### config.mk
export PLATFORM = sky130hd
export DESIGN_NAME = booth_radix4_divider_seq
export DESIGN_NICKNAME = d
export VERILOG_FILES = /design/src/rtl/div_pkg.sv /design/src/rtl/udiv_step.sv /design/src/rtl/booth_radix4_divider_seq.sv
export SDC_FILE = /design/constraint.sdc
export NUM_CORES = 1
export LEC_CHECK = 0
export BUFFER_PORTS_ARGS = -buffer_cell sky130_fd_sc_hd__buf_2
export CAP_MARGIN = 20
export CORE_AREA = 8 8 74 76
export CTS_BUF_LIST = sky130_fd_sc_hd__clkbuf_16
export CTS_CLUSTER_SIZE = 12
export DETAILED_ROUTE_END_ITERATION = 10
export DIE_AREA = 0 0 82 84
export GPL_ROUTABILITY_DRIVEN = 0
export PLACE_DENSITY = 0.68
export SYNTH_ARGS = -nofsm -noshare
export SYNTH_HDL_FRONTEND = slang
export SYNTH_SLANG_ARGS = --single-unit
### constraint.sdc
create_clock -name clk -period 3.8 [get_ports clk]
set_input_delay 0.19 -clock clk [delete_from_list [all_inputs] [get_ports clk]]
set_output_delay 0.19 -clock clk [all_outputs]
set_load 0.02 [all_outputs]
### src/rtl/div_pkg.sv
// rtl/div_pkg.sv - shared types and helpers for the sequential signed divider
package div_pkg;

    typedef enum logic [1:0] {
        IDLE = 2'd0,
        CALC = 2'd1,
        DONE = 2'd2
    } state_t;

    // Working width for the magnitude helper; operands are sign-extended into it.
    localparam int MAG_W = 32;

    // Default operand width and the matching step-counter width.
    localparam int DEF_W = 4;
    localparam int CNT_W = $clog2(DEF_W + 1);

    // Counter width for an arbitrary operand width: it must hold the value W.
    function automatic int cnt_width(input int w);
        return $clog2(w + 1);
    endfunction

    // Magnitude of a sign-extended value. The most negative W-bit value
    // maps to 2^(W-1), which still fits once truncated back to W unsigned bits.
    function automatic logic [MAG_W-1:0] mag(input logic signed [MAG_W-1:0] v);
        return v[MAG_W-1] ? -v : v;
    endfunction

endpackage

### src/rtl/udiv_step.sv
// rtl/udiv_step.sv - one combinational restoring-division step
//
// Ports:
//   i_rem  [W:0]   partial remainder before the step
//   i_msb          dividend bit shifted in this step
//   i_div  [W-1:0] divisor magnitude
//   o_rem  [W:0]   partial remainder after the step
//   o_qbit         quotient bit produced by the step
module udiv_step #(
    parameter int W = 4
) (
    input  logic [W:0]   i_rem,
    input  logic         i_msb,
    input  logic [W-1:0] i_div,
    output logic [W:0]   o_rem,
    output logic         o_qbit
);

    // One extra bit of headroom so the shift never loses the old top bit.
    logic [W+1:0] w_shift;
    logic [W+1:0] w_div_ext;
    logic [W+1:0] w_diff;
    logic         w_ge;

    assign w_shift   = {i_rem, i_msb};
    assign w_div_ext = {2'b00, i_div};
    assign w_diff    = w_shift - w_div_ext;
    assign w_ge      = (w_shift >= w_div_ext);

    assign o_rem  = w_ge ? (W+1)'(w_diff) : (W+1)'(w_shift);
    assign o_qbit = w_ge;

endmodule

### src/rtl/booth_radix4_divider_seq.sv
// rtl/booth_radix4_divider_seq.sv - sequential signed restoring divider, one quotient bit per clock
//
// Ports:
//   clk          rising-edge clock
//   rst          asynchronous active-high reset
//   start        division request, honoured whenever no division is in flight
//   A   [W-1:0]  signed dividend, captured on the accepting edge
//   B   [W-1:0]  signed divisor, captured on the accepting edge
//   Q   [W-1:0]  signed truncating quotient, held until the next result
//   R   [W-1:0]  signed remainder carrying the sign of A
//   busy         high while the restoring steps run
//   done         one-cycle pulse when Q/R/flags are fresh
//   div_by_zero  result flag: divisor was zero
//   overflow     result flag: most-negative / -1
module booth_radix4_divider_seq
    import div_pkg::*;
#(
    parameter int W = DEF_W
) (
    input  logic         clk,
    input  logic         rst,
    input  logic         start,
    input  logic [W-1:0] A,
    input  logic [W-1:0] B,
    output logic [W-1:0] Q,
    output logic [W-1:0] R,
    output logic         busy,
    output logic         done,
    output logic         div_by_zero,
    output logic         overflow
);

    localparam int CW = cnt_width(W);

    state_t         r_state;
    state_t         w_next_state;

    logic [CW-1:0]  r_cnt;
    logic [W:0]     r_rem;
    logic [W-1:0]   r_dvd;
    logic [W-1:0]   r_dsr;
    logic [W-2:0]   r_quo;
    logic           r_sign_q;
    logic           r_sign_r;
    logic           r_ovf_cand;
    logic [W-1:0]   r_q;
    logic [W-1:0]   r_r;
    logic           r_dbz;
    logic           r_ovf;

    logic           w_accept;
    logic           w_b_zero;
    logic           w_last;
    logic [W-1:0]   w_mag_a;
    logic [W-1:0]   w_mag_b;
    logic           w_ovf_case;
    logic [W:0]     w_next_rem;
    logic           w_qbit;
    logic [W-1:0]   w_qmag;
    logic [W-1:0]   w_rmag;
    logic [W-1:0]   w_q_fix;
    logic [W-1:0]   w_r_fix;

    assign w_b_zero   = (B == '0);
    assign w_last     = (r_cnt == CW'(1));
    assign w_mag_a    = W'(mag(MAG_W'($signed(A))));
    assign w_mag_b    = W'(mag(MAG_W'($signed(B))));
    assign w_ovf_case = (A == {1'b1, {(W-1){1'b0}}}) && (B == '1);

    udiv_step #(.W(W)) u_step (
        .i_rem  (r_rem),
        .i_msb  (r_dvd[W-1]),
        .i_div  (r_dsr),
        .o_rem  (w_next_rem),
        .o_qbit (w_qbit)
    );

    // The final quotient bit comes straight from the step, so the sign fix
    // can be registered on the same edge as the last step.
    assign w_qmag  = {r_quo, w_qbit};
    assign w_rmag  = w_next_rem[W-1:0];
    assign w_q_fix = r_sign_q ? -w_qmag : w_qmag;
    assign w_r_fix = r_sign_r ? -w_rmag : w_rmag;

    always_ff @(posedge clk or posedge rst) begin
        if (rst) begin
            r_state <= IDLE;
        end else begin
            r_state <= w_next_state;
        end
    end

    always_comb begin
        w_next_state = r_state;
        w_accept     = 1'b0;
        busy         = 1'b0;
        done         = 1'b0;
        case (r_state)
            IDLE: begin
                if (start) begin
                    w_accept     = 1'b1;
                    w_next_state = w_b_zero ? DONE : CALC;
                end
            end
            CALC: begin
                busy = 1'b1;
                if (w_last) begin
                    w_next_state = DONE;
                end
            end
            DONE: begin
                done = 1'b1;
                if (start) begin
                    w_accept     = 1'b1;
                    w_next_state = w_b_zero ? DONE : CALC;
                end else begin
                    w_next_state = IDLE;
                end
            end
            default: begin
                w_next_state = IDLE;
            end
        endcase
    end

    always_ff @(posedge clk or posedge rst) begin
        if (rst) begin
            r_cnt      <= '0;
            r_rem      <= '0;
            r_dvd      <= '0;
            r_dsr      <= '0;
            r_quo      <= '0;
            r_sign_q   <= 1'b0;
            r_sign_r   <= 1'b0;
            r_ovf_cand <= 1'b0;
            r_q        <= '0;
            r_r        <= '0;
            r_dbz      <= 1'b0;
            r_ovf      <= 1'b0;
        end else if (w_accept) begin
            r_ovf <= 1'b0;
            r_dbz <= w_b_zero;
            if (w_b_zero) begin
                // Zero divisor bypasses CALC: the result is ready immediately.
                r_q <= '1;
                r_r <= A;
            end else begin
                r_sign_q   <= A[W-1] ^ B[W-1];
                r_sign_r   <= A[W-1];
                r_dvd      <= w_mag_a;
                r_dsr      <= w_mag_b;
                r_rem      <= '0;
                r_quo      <= '0;
                r_cnt      <= CW'(W);
                r_ovf_cand <= w_ovf_case;
            end
        end else if (r_state == CALC) begin
            r_rem <= w_next_rem;
            r_dvd <= r_dvd << 1;
            r_quo <= (W-1)'({r_quo, w_qbit});
            r_cnt <= r_cnt - CW'(1);
            if (w_last) begin
                // Overflow needs no special datapath: qmag = 2^(W-1) with a
                // positive sign already wraps to the most negative value.
                r_q   <= w_q_fix;
                r_r   <= w_r_fix;
                r_ovf <= r_ovf_cand;
            end
        end
    end

    assign Q           = r_q;
    assign R           = r_r;
    assign div_by_zero = r_dbz;
    assign overflow    = r_ovf;

endmodule

==> flow_metrics.tcl, run 1 <==
set metrics [dict create \
    status "finished, final reports clean" \
    rows 24 \
    synth_top_area_share 0.449 \
    startpoint_type "flip-flop" \
    cts_root_buffer "clkbuf_16" \
    post_cts_buffers 0 \
    drt_pre_antenna_iters 4 \
    initial_core_util 0.444 \
    switching_share 0.446 \
    synthCells 206 \
    max_cap_violations 0 \
    fin_setup_tns_ps 0 \
    grt_antenna_before_repair 0 \
    die_area_um2 6890 \
    synth_enable_flop_cells 0 \
    postRouteAntennaNets 0 \
    vdd_ir_drop_max_v 0.000298 \
    hp-class "primary input to async pin" \
    gr-usage-all-layers 0.140 \
    crit_type "flip-flop to flip-flop" \
    ys_dominant_reg_cell "dfrtp_1" \
    maxSlewHeadroom 0.396 \
    finalWirelength_mm 4.44 \
    overflow 0 \
    p_int_mw 1.20 \
    finalClockSkew_ps 5.13 \
    crit_slowest_cell "dfrtp_1" \
    cts.repair.resized 0 \
    htree_levels 2 \
    path_cells "inv_1 -> ha_1 -> inv_1 -> fa_1 -> nand3_1 -> and2_1 -> nand2_4 -> inv_4 -> ha_1 -> mux2i_1 -> a21oi_1" \
    grt_pass1_wl_mm 7.60 \
    clock_sinks 34 \
    hold_violations 0 \
    power_density_nw_per_um2 988 \
    clockPowerShare 0.179 \
    hold_buffers 0 \
    ys_seq_area_frac 0.449 \
    worstPathMaxFanout 8 \
    num_vias 1530 \
    nets 253 \
    ys_types 43 \
    p_sw_mw 0.969 \
    area_delta_synth_final_pct 16.3 \
    cp.arrival_ps 2410 \
    rsz0062_at_grt "false" \
    dieWidth_um 82 \
    finalNonFillerCells 284 \
    pin_count 23 \
    synth.most_common_cell "dfrtp_1" \
    clkTransAtPathRegs_ps 60 \
    core_um2 4260 \
    finalSetupViolCount 0 \
    synth-async-reset-ratio 1.00 \
    port-buffer-count 22 \
    die_h_um 84 \
    cts_buffer_depth 2 \
    end_kind "flip-flop" \
    fin_crit_sh 0.595 \
    grt_pass1_vias 1570 \
    synth_area_leaders "dfrtp_1, ha_1, o21ai_0" \
    insertion_delay_ps 280 \
    worstMarginPinSlew_ps 906 \
    numCtsBuffers 5 \
    syn-num-nets 228 \
    fillers 401 \
    synth_top_area_cell "dfrtp_1" \
    combPwrFrac 0.521 \
    syn_area_um2 1890 \
    routedWlPerCell_um 15.6 \
    cp_data_required_time_ps 3940 \
    cts_tree "done" \
    slowest_delay_ps 410 \
    dp_hpwl_mm 3.23 \
    drt_iter0_drc 86 \
    grt_start_max_net_pins 35 \
    antenna_cells 0 \
    power_mw 2.17 \
    synth_common_cells "dfrtp_1, o21ai_0, nand2_1" \
    crit_buf_inv 3 \
    seqPwrFrac 0.300 \
    dp_cells 276 \
    leakagePower_nw 1.05 \
    layout-drive-gt1-share 0.172 \
    syn_area_per_cell_um2 9.19 \
    max_freq_mhz 442 \
    drc 0 \
    hold-worst-slack_ps 17.1 \
    period_minus_slack_ps 2260 \
    synth_warnings 0 \
    yosys_register_bits 34 \
    path_delay_family "adder cells" \
    routed_via_density 5.39 \
    slew_viol_final 0 \
]
==> power groups by stage <==
| stage | clock (mW) | sequential [mW] | combinational, mW |
|---|---|---|---|
| 4_1_cts | 0.396 | 0.652 | 1.15 |
| 2_1_floorplan | 0 | 0.682 | 0.820 |
| 3_3_place_gp | 0 | 0.651 | 1.11 |
| 5_1_grt | 0.411 | 0.675 | 1.28 |
| 6_report | 0.388 | 0.652 | 1.13 |
| 3_5_place_dp | 0 | 0.655 | 1.13 |
==> registers in the layout, indices dropped and copies added (netlist names) <==
register	count
r_state	2
Q	4
r_rem	5
r_cnt	3
r_ovf_cand	1
r_dvd	4
R	4
r_sign_q	1
r_sign_r	1
r_quo	3
overflow	1
div_by_zero	1
r_dsr	4
==> path summary, 6_finish.rpt <==
kind / from / end / slack [ps] / cells past startpoint
min in group clk: A[2] / r_ovf_cand / 170 / 2
hold / removal: rst / Q[2] / 20 / 3
setup reg to reg: r_dvd[3] / Q[1] / 1540 / 11
hold reg to reg: r_ovf_cand / r_ovf_cand / 490 / 2
setup / recovery: r_dvd[3] / Q[1] / 1540 / 11
max in group asynchronous: rst / r_dsr[1] / 3470 / 3
==> kinds of logic (layout without fill, tap and decap cells) <==
| kind of cell | after synthesis | in the layout | synth area share |
|---|---|---|---|
| AO/OA/AOI/OAI | 50 | 50 | 0.152 |
| XOR/XNOR | 10 | 10 | 0.0463 |
| adder cells (fa/ha/maj) | 11 | 11 | 0.0767 |
| buffers and inverters | 24 | 50 | 0.0496 |
| flip-flops | 34 | 34 | 0.449 |
| multiplexers | 7 | 7 | 0.0377 |
| AND/OR/NAND/NOR | 70 | 70 | 0.188 |
==> worst min-delay path, stage by stage <==
cell,delay [ps]
buf_2,100
inv_1,40
buf_4,390
==> cells in the final DEF (no fill, tap or decap), types with 2 or more instances in the layout <==
cell        n
clkbuf_16   5
a22oi_1     2
xnor2_1     5
buf_2      22
o21ai_2     2
nand2_1    19
nor2_1     15
buf_4       2
nand3_1    13
dfrtp_1    34
ha_1       10
nor2b_1     4
xor2_1      5
inv_1      16
a21oi_1    13
nor3_1      3
nand2b_1    4
o21ai_0    24
mux2i_1     6
nand4_1     2
==> cell type report <==
| cell class | instances | area [µm²] | share of cell area |
|---|---|---|---|
| multi-input combinational | 148 | 948 | 0.431 |
| sequential | 34 | 851 | 0.387 |
| clock buffer | 5 | 125 | 0.0569 |
| timing repair buffer | 24 | 125 | 0.0569 |
| inverter | 18 | 70.1 | 0.0318 |
| tap | 52 | 65.1 | 0.0296 |
| clock inverter | 3 | 16.3 | 0.00739 |
==> per-layer routing <==
layer / up-vias / global-route usage / wire, µm
li1: 760 / - / -
met1: 732 / 0.169 / 1950
met2: 31 / 0.224 / 2160
met3: 7 / 0.0345 / 255
met4: 0 / 0.0607 / 63
met5: - / 0 / 0
==> per-stage QoR <==
step	util	setup slack (ps)	cell area (µm²)
floorplan	-	1780	1890
global placement	0.483	1560	2060
detailed placement	0.483	1540	2060
CTS	0.516	1540	2200
global route	0.516	1320	2200
finish	0.516	1540	2200
Note: power is estimated with default switching activity, not from simulation.
==> inputs of run 2 (changes only) <==
Settings changed: PLACE_DENSITY 0.68 to 0.71.
Clock period 3.8 ns to 2 ns, I/O delays scaled along.
==> flow_metrics.tcl, run 2 (same netlist as run 1, synthesis figures left out) <==
set metrics [dict create \
    fin_crit_sh 1.04 \
    reg2reg_depth 8 \
    max_freq_mhz 482 \
    layout-drive-gt1-share 0.278 \
    crit_slowest_cell "dfrtp_1" \
    die_area_um2 6890 \
    reg2reg_to "R[3]" \
    end_kind "flip-flop" \
    period_minus_slack_ps 2070 \
    vdd_ir_drop_max_v 0.00101 \
    power_density_nw_per_um2 2040 \
    drt_iter0_drc 127 \
    finalWirelength_mm 4.77 \
    maxSlewHeadroom 0.699 \
    grt_start_max_net_pins 35 \
    layout_commonest_cell "dfrtp_1" \
    status "finished with violations" \
    path_cells "ha_1 -> and4_4 -> nor3_4 -> nand2_8 -> inv_8 -> o311a_1 -> xor2_1 -> o21ai_1" \
    worstMarginPinSlew_ps 450 \
    pin_count 23 \
    grt_pass1_wl_mm 7.65 \
    die_h_um 84 \
    worst_slack_ps -73.8 \
    num_vias 1604 \
    htree_levels 2 \
    finalClockSkew_ps 5.20 \
    place_ws_ps -82.0 \
    initial_core_util 0.444 \
    leakagePower_nw 1.14 \
    cts_buffer_depth 2 \
    cts_tree "done" \
    core_um2 4260 \
    finalSetupViolCount 3 \
    largest_reg_flops 5 \
    gr-usage-all-layers 0.143 \
    hp-start "A[2]" \
    slowest_delay_ps 430 \
    antenna_cells 0 \
    rows 24 \
    routedWlPerCell_um 16.1 \
    largest-register "r_rem" \
    slew_viol_final 0 \
    hold_violations 0 \
    cp_data_required_time_ps 2160 \
    drt_pre_antenna_iters 4 \
    postRouteAntennaNets 0 \
    startpoint_type "flip-flop" \
    final_cell_mix "dfrtp_1, o21ai_0, buf_2" \
    min_delay_path_depth 2 \
    hold-worst-slack_ps 78.6 \
    area_delta_synth_final_pct 29.8 \
    dieWidth_um 82 \
    cp.arrival_ps 2230 \
    clkTransAtPathRegs_ps 50 \
    min_delay_worst_endpoint "r_ovf_cand" \
    overflow 0 \
    rrSetupSlack_ps -70 \
    max_cap_violations 0 \
    power_mw 5.02 \
    clock_sinks 34 \
    worstPathMaxFanout 7 \
    crit_type "flip-flop to flip-flop" \
    insertion_delay_ps 280 \
    nets 267 \
    hp-class "primary input to flip-flop" \
    drc 0 \
    routed_via_density 5.40 \
    grt_antenna_before_repair 0 \
    grt_pass1_vias 1602 \
    numCtsBuffers 5 \
    rsz0062_at_grt "true" \
    fin_util 0.576 \
    port-buffer-count 22 \
    dp_hpwl_mm 3.26 \
    violations "negative setup slack" \
    r2r_start "r_rem[0]" \
    cts_root_buffer "clkbuf_16" \
]
==> run 2: cell types whose count changed in the layout (fill, tap and decap cells not counted), moves of 2 or more <==
cell / previous run / this run
nand3_2: 0 / 2
nand3_1: 13 / 11
ha_4: 0 / 4
inv_2: 1 / 3
inv_1: 16 / 14
buf_4: 2 / 15
ha_1: 10 / 6
==> run 2: timing repair <==
action | 4_1_cts | 5_1_grt
buffers inserted | 2 | 1
gates cloned | 0 | 0
resized for setup | 6 | 18
pin swaps | 0 | 10
endpoints found under the setup margin | 7 | 7
hold endpoints to repair | 34 | 0
hold buffers | 1 | 0
==> run 2: critical path, delay by kind of cell, from the launching register on <==
kind,cells,cell delay (ps)
adder cells (fa/ha/maj),1,350
buffers and inverters,1,100
XOR/XNOR,1,210
AO/OA/AOI/OAI,2,260
flip-flops,1,430
AND/OR/NAND/NOR,3,590
==> run 2: how the worst max path moves through the flow <==
stage                  start    to  cells after the start
detailed placement  r_dvd[3]  R[3]                     11
CTS                 r_dvd[3]  R[2]                     10
finish              r_rem[0]  R[3]                      8
global placement    r_dvd[3]  R[3]                     11
global route        r_rem[0]  R[3]                      8
floorplan           r_dvd[3]  Q[1]                     11
==> run 2: area by class of cell <==
class | instances | area (µm²)
flip-flops and latches | 34 | 851
well taps | 52 | 65.1
inverters | 18 | 75.1
clock inverters | 2 | 33.8
multi-input cells | 148 | 1070
repair buffers | 38 | 233
fillers | 359 | 1810
clock buffers | 5 | 125
==> run 2: metal layers <==
layer | track usage | share of wire | vias to the layer above
met5 | 0 | 0 | -
met4 | 0.0687 | 0.018 | 0
met3 | 0.0280 | 0.035 | 7
met2 | 0.226 | 0.50 | 39
met1 | 0.177 | 0.44 | 771
li1 | - | - | 787
==> run 2: metrics by stage <==
step                area [µm²]  setup TNS, ps  cells
floorplan                 1900              0    206
global placement          2140           -153    286
detailed placement        2140           -262    286
CTS                       2350          -87.0    296
global route              2460           -632    297
finish                    2460           -131    297
==> run 2: report_power, final <==
| part | switching, mW | internal [mW] |
|---|---|---|
| registers | 0.256 | 0.995 |
| logic | 1.61 | 1.30 |
| clock network | 0.283 | 0.576 |
==> inputs of run 3 (changes only) <==
Settings changed: PLACE_DENSITY 0.71 to 0.66.
==> flow_metrics.tcl, run 3 (same netlist as run 1, synthesis figures left out) <==
set metrics [dict create \
    status "finished with violations" \
    violations "negative setup slack" \
    clock_sinks 34 \
    crit_slowest_cell "xor2_1" \
    place_ws_ps -90.5 \
    cts_tree "done" \
    area_delta_synth_final_pct 33.1 \
    gr-usage-all-layers 0.146 \
    rrSetupSlack_ps -70 \
    core_um2 4260 \
    dp_hpwl_mm 3.38 \
    grt_start_max_net_pins 35 \
    p_sw_mw 2.22 \
    die_area_um2 6890 \
    insertion_delay_ps 280 \
    port-buffer-count 22 \
    end_kind "flip-flop" \
    startpoint_type "flip-flop" \
    worst_slack_ps -74.9 \
    worstMarginPinSlew_ps 464 \
    finalWirelength_mm 4.85 \
    fin_setup_tns_ps -115 \
    cts_buffer_depth 2 \
    cp_data_required_time_ps 2160 \
    power_density_nw_per_um2 2070 \
    slowest_delay_ps 420 \
    routed_via_density 5.32 \
    rsz0062_at_grt "true" \
    crit_top_cell "inv_2" \
    seqPwrFrac 0.236 \
    num_vias 1656 \
    max_freq_mhz 482 \
    cts_root_buffer "clkbuf_16" \
    postRouteAntennaNets 0 \
    die_h_um 84 \
    path_delay_family "XOR/XNOR gates" \
    max_cap_violations 0 \
    worstPathMaxFanout 3 \
    dp_cells 290 \
    rows 24 \
    pin_count 23 \
    largest_reg_flops 5 \
    clockPowerShare 0.138 \
    crit_buf_inv 2 \
    leakagePower_nw 1.18 \
    period_minus_slack_ps 2070 \
    htree_levels 2 \
    routedWlPerCell_um 15.6 \
    switching_share 0.424 \
    largest-register "r_rem" \
    layout_commonest_cell "dfrtp_1" \
    final_cell_mix "dfrtp_1, buf_4, o21ai_0, buf_2, nand2_1" \
    clkTransAtPathRegs_ps 50 \
    path_cells "inv_2 -> ha_4 -> inv_2 -> fa_2 -> xor2_1 -> xnor2_1 -> nor2_1 -> a211oi_1 -> a221o_1" \
    grt_antenna_before_repair 0 \
    drc 0 \
    slew_viol_final 0 \
    overflow 0 \
    numCtsBuffers 5 \
    cp.arrival_ps 2240 \
    initial_core_util 0.444 \
    grt_pass1_wl_mm 7.96 \
    vdd_ir_drop_max_v 0.000702 \
    drt_pre_antenna_iters 4 \
    grt_pass1_vias 1637 \
    dieWidth_um 82 \
    combPwrFrac 0.627 \
    layout-drive-gt1-share 0.320 \
    finalClockSkew_ps 8.49 \
    crit_type "flip-flop to flip-flop" \
    hp-class "primary input to flip-flop" \
    maxSlewHeadroom 0.690 \
    finalNonFillerCells 311 \
    finalSetupViolCount 2 \
    drt_iter0_drc 147 \
    hold_violations 0 \
    fin_crit_sh 1.04 \
    p_int_mw 3.01 \
    nets 280 \
    antenna_cells 0 \
]
run 3: changes by cell type in the layout (fill, tap and decap cells not counted), sizes merged:
cell | before | now
bufinv | 1 | 0
clkinv | 1 | 2
buf | 37 | 50
inv | 18 | 19
run 3: cell type report:
cell class / count / area, µm²
multi-input combinational: 148 / 1060
inverter: 18 / 75.1
clock buffer: 5 / 125
clock inverter: 3 / 12.5
fill: 373 / 1740
tap: 52 / 65.1
sequential: 34 / 852
timing repair buffer: 51 / 330
run 3: power by group through the flow:
stage          Sequential, mW  Combinational (mW)  Clock (mW)
6_report                 1.23                3.27       0.718
5_1_grt                  1.27                3.59       0.765
2_1_floorplan            1.30                1.58           0
3_5_place_dp             1.21                2.49           0
4_1_cts                  1.21                2.86       0.733
3_3_place_gp             1.21                2.45           0
run 3: worst paths after layout:
path,start,endpoint,depth (start not counted)
worst max-delay path,r_dvd[3],R[2],9
worst min-delay path,A[2],r_ovf_cand,2
worst max register to register,r_dvd[3],R[2],9
worst min register to register,div_by_zero,div_by_zero,2
max in group asynchronous,rst,r_rem[2],4
min in group asynchronous,rst,R[2],4
run 3: through the flow:
step,instance area [µm²],power [mW],utilization,hold WS (ps)
4_1_cts,2400,4.80,0.562,89.5
6_report,2520,5.22,0.591,90.7
3_3_place_gp,2170,3.66,0.508,220
5_1_grt,2520,5.63,0.591,107
2_1_floorplan,1900,2.87,-,196
3_5_place_dp,2170,3.70,0.508,224
run 3: repair_timing:
item / in CTS / in global routing
gates resized for setup: 15 / 10
endpoints found under the hold margin: 34 / 0
pin swaps: 5 / 9
setup buffers: 3 / 9
hold buffers: 1 / 0
setup endpoints to repair: 9 / 9
run 3: per-layer routing:
metal,global-route usage,routed length [µm]
met1,0.179,2140
met2,0.221,2290
met5,0,0
met4,0.0751,157
met3,0.0453,260
run 3: worst reg2reg max path: stages (launching register included):
cell and delay (ps):
dfrtp_1 380, inv_2 90, ha_4 130, inv_2 30
fa_2 360, xor2_1 420, xnor2_1 130, nor2_1 100
a211oi_1 50, a221o_1 260
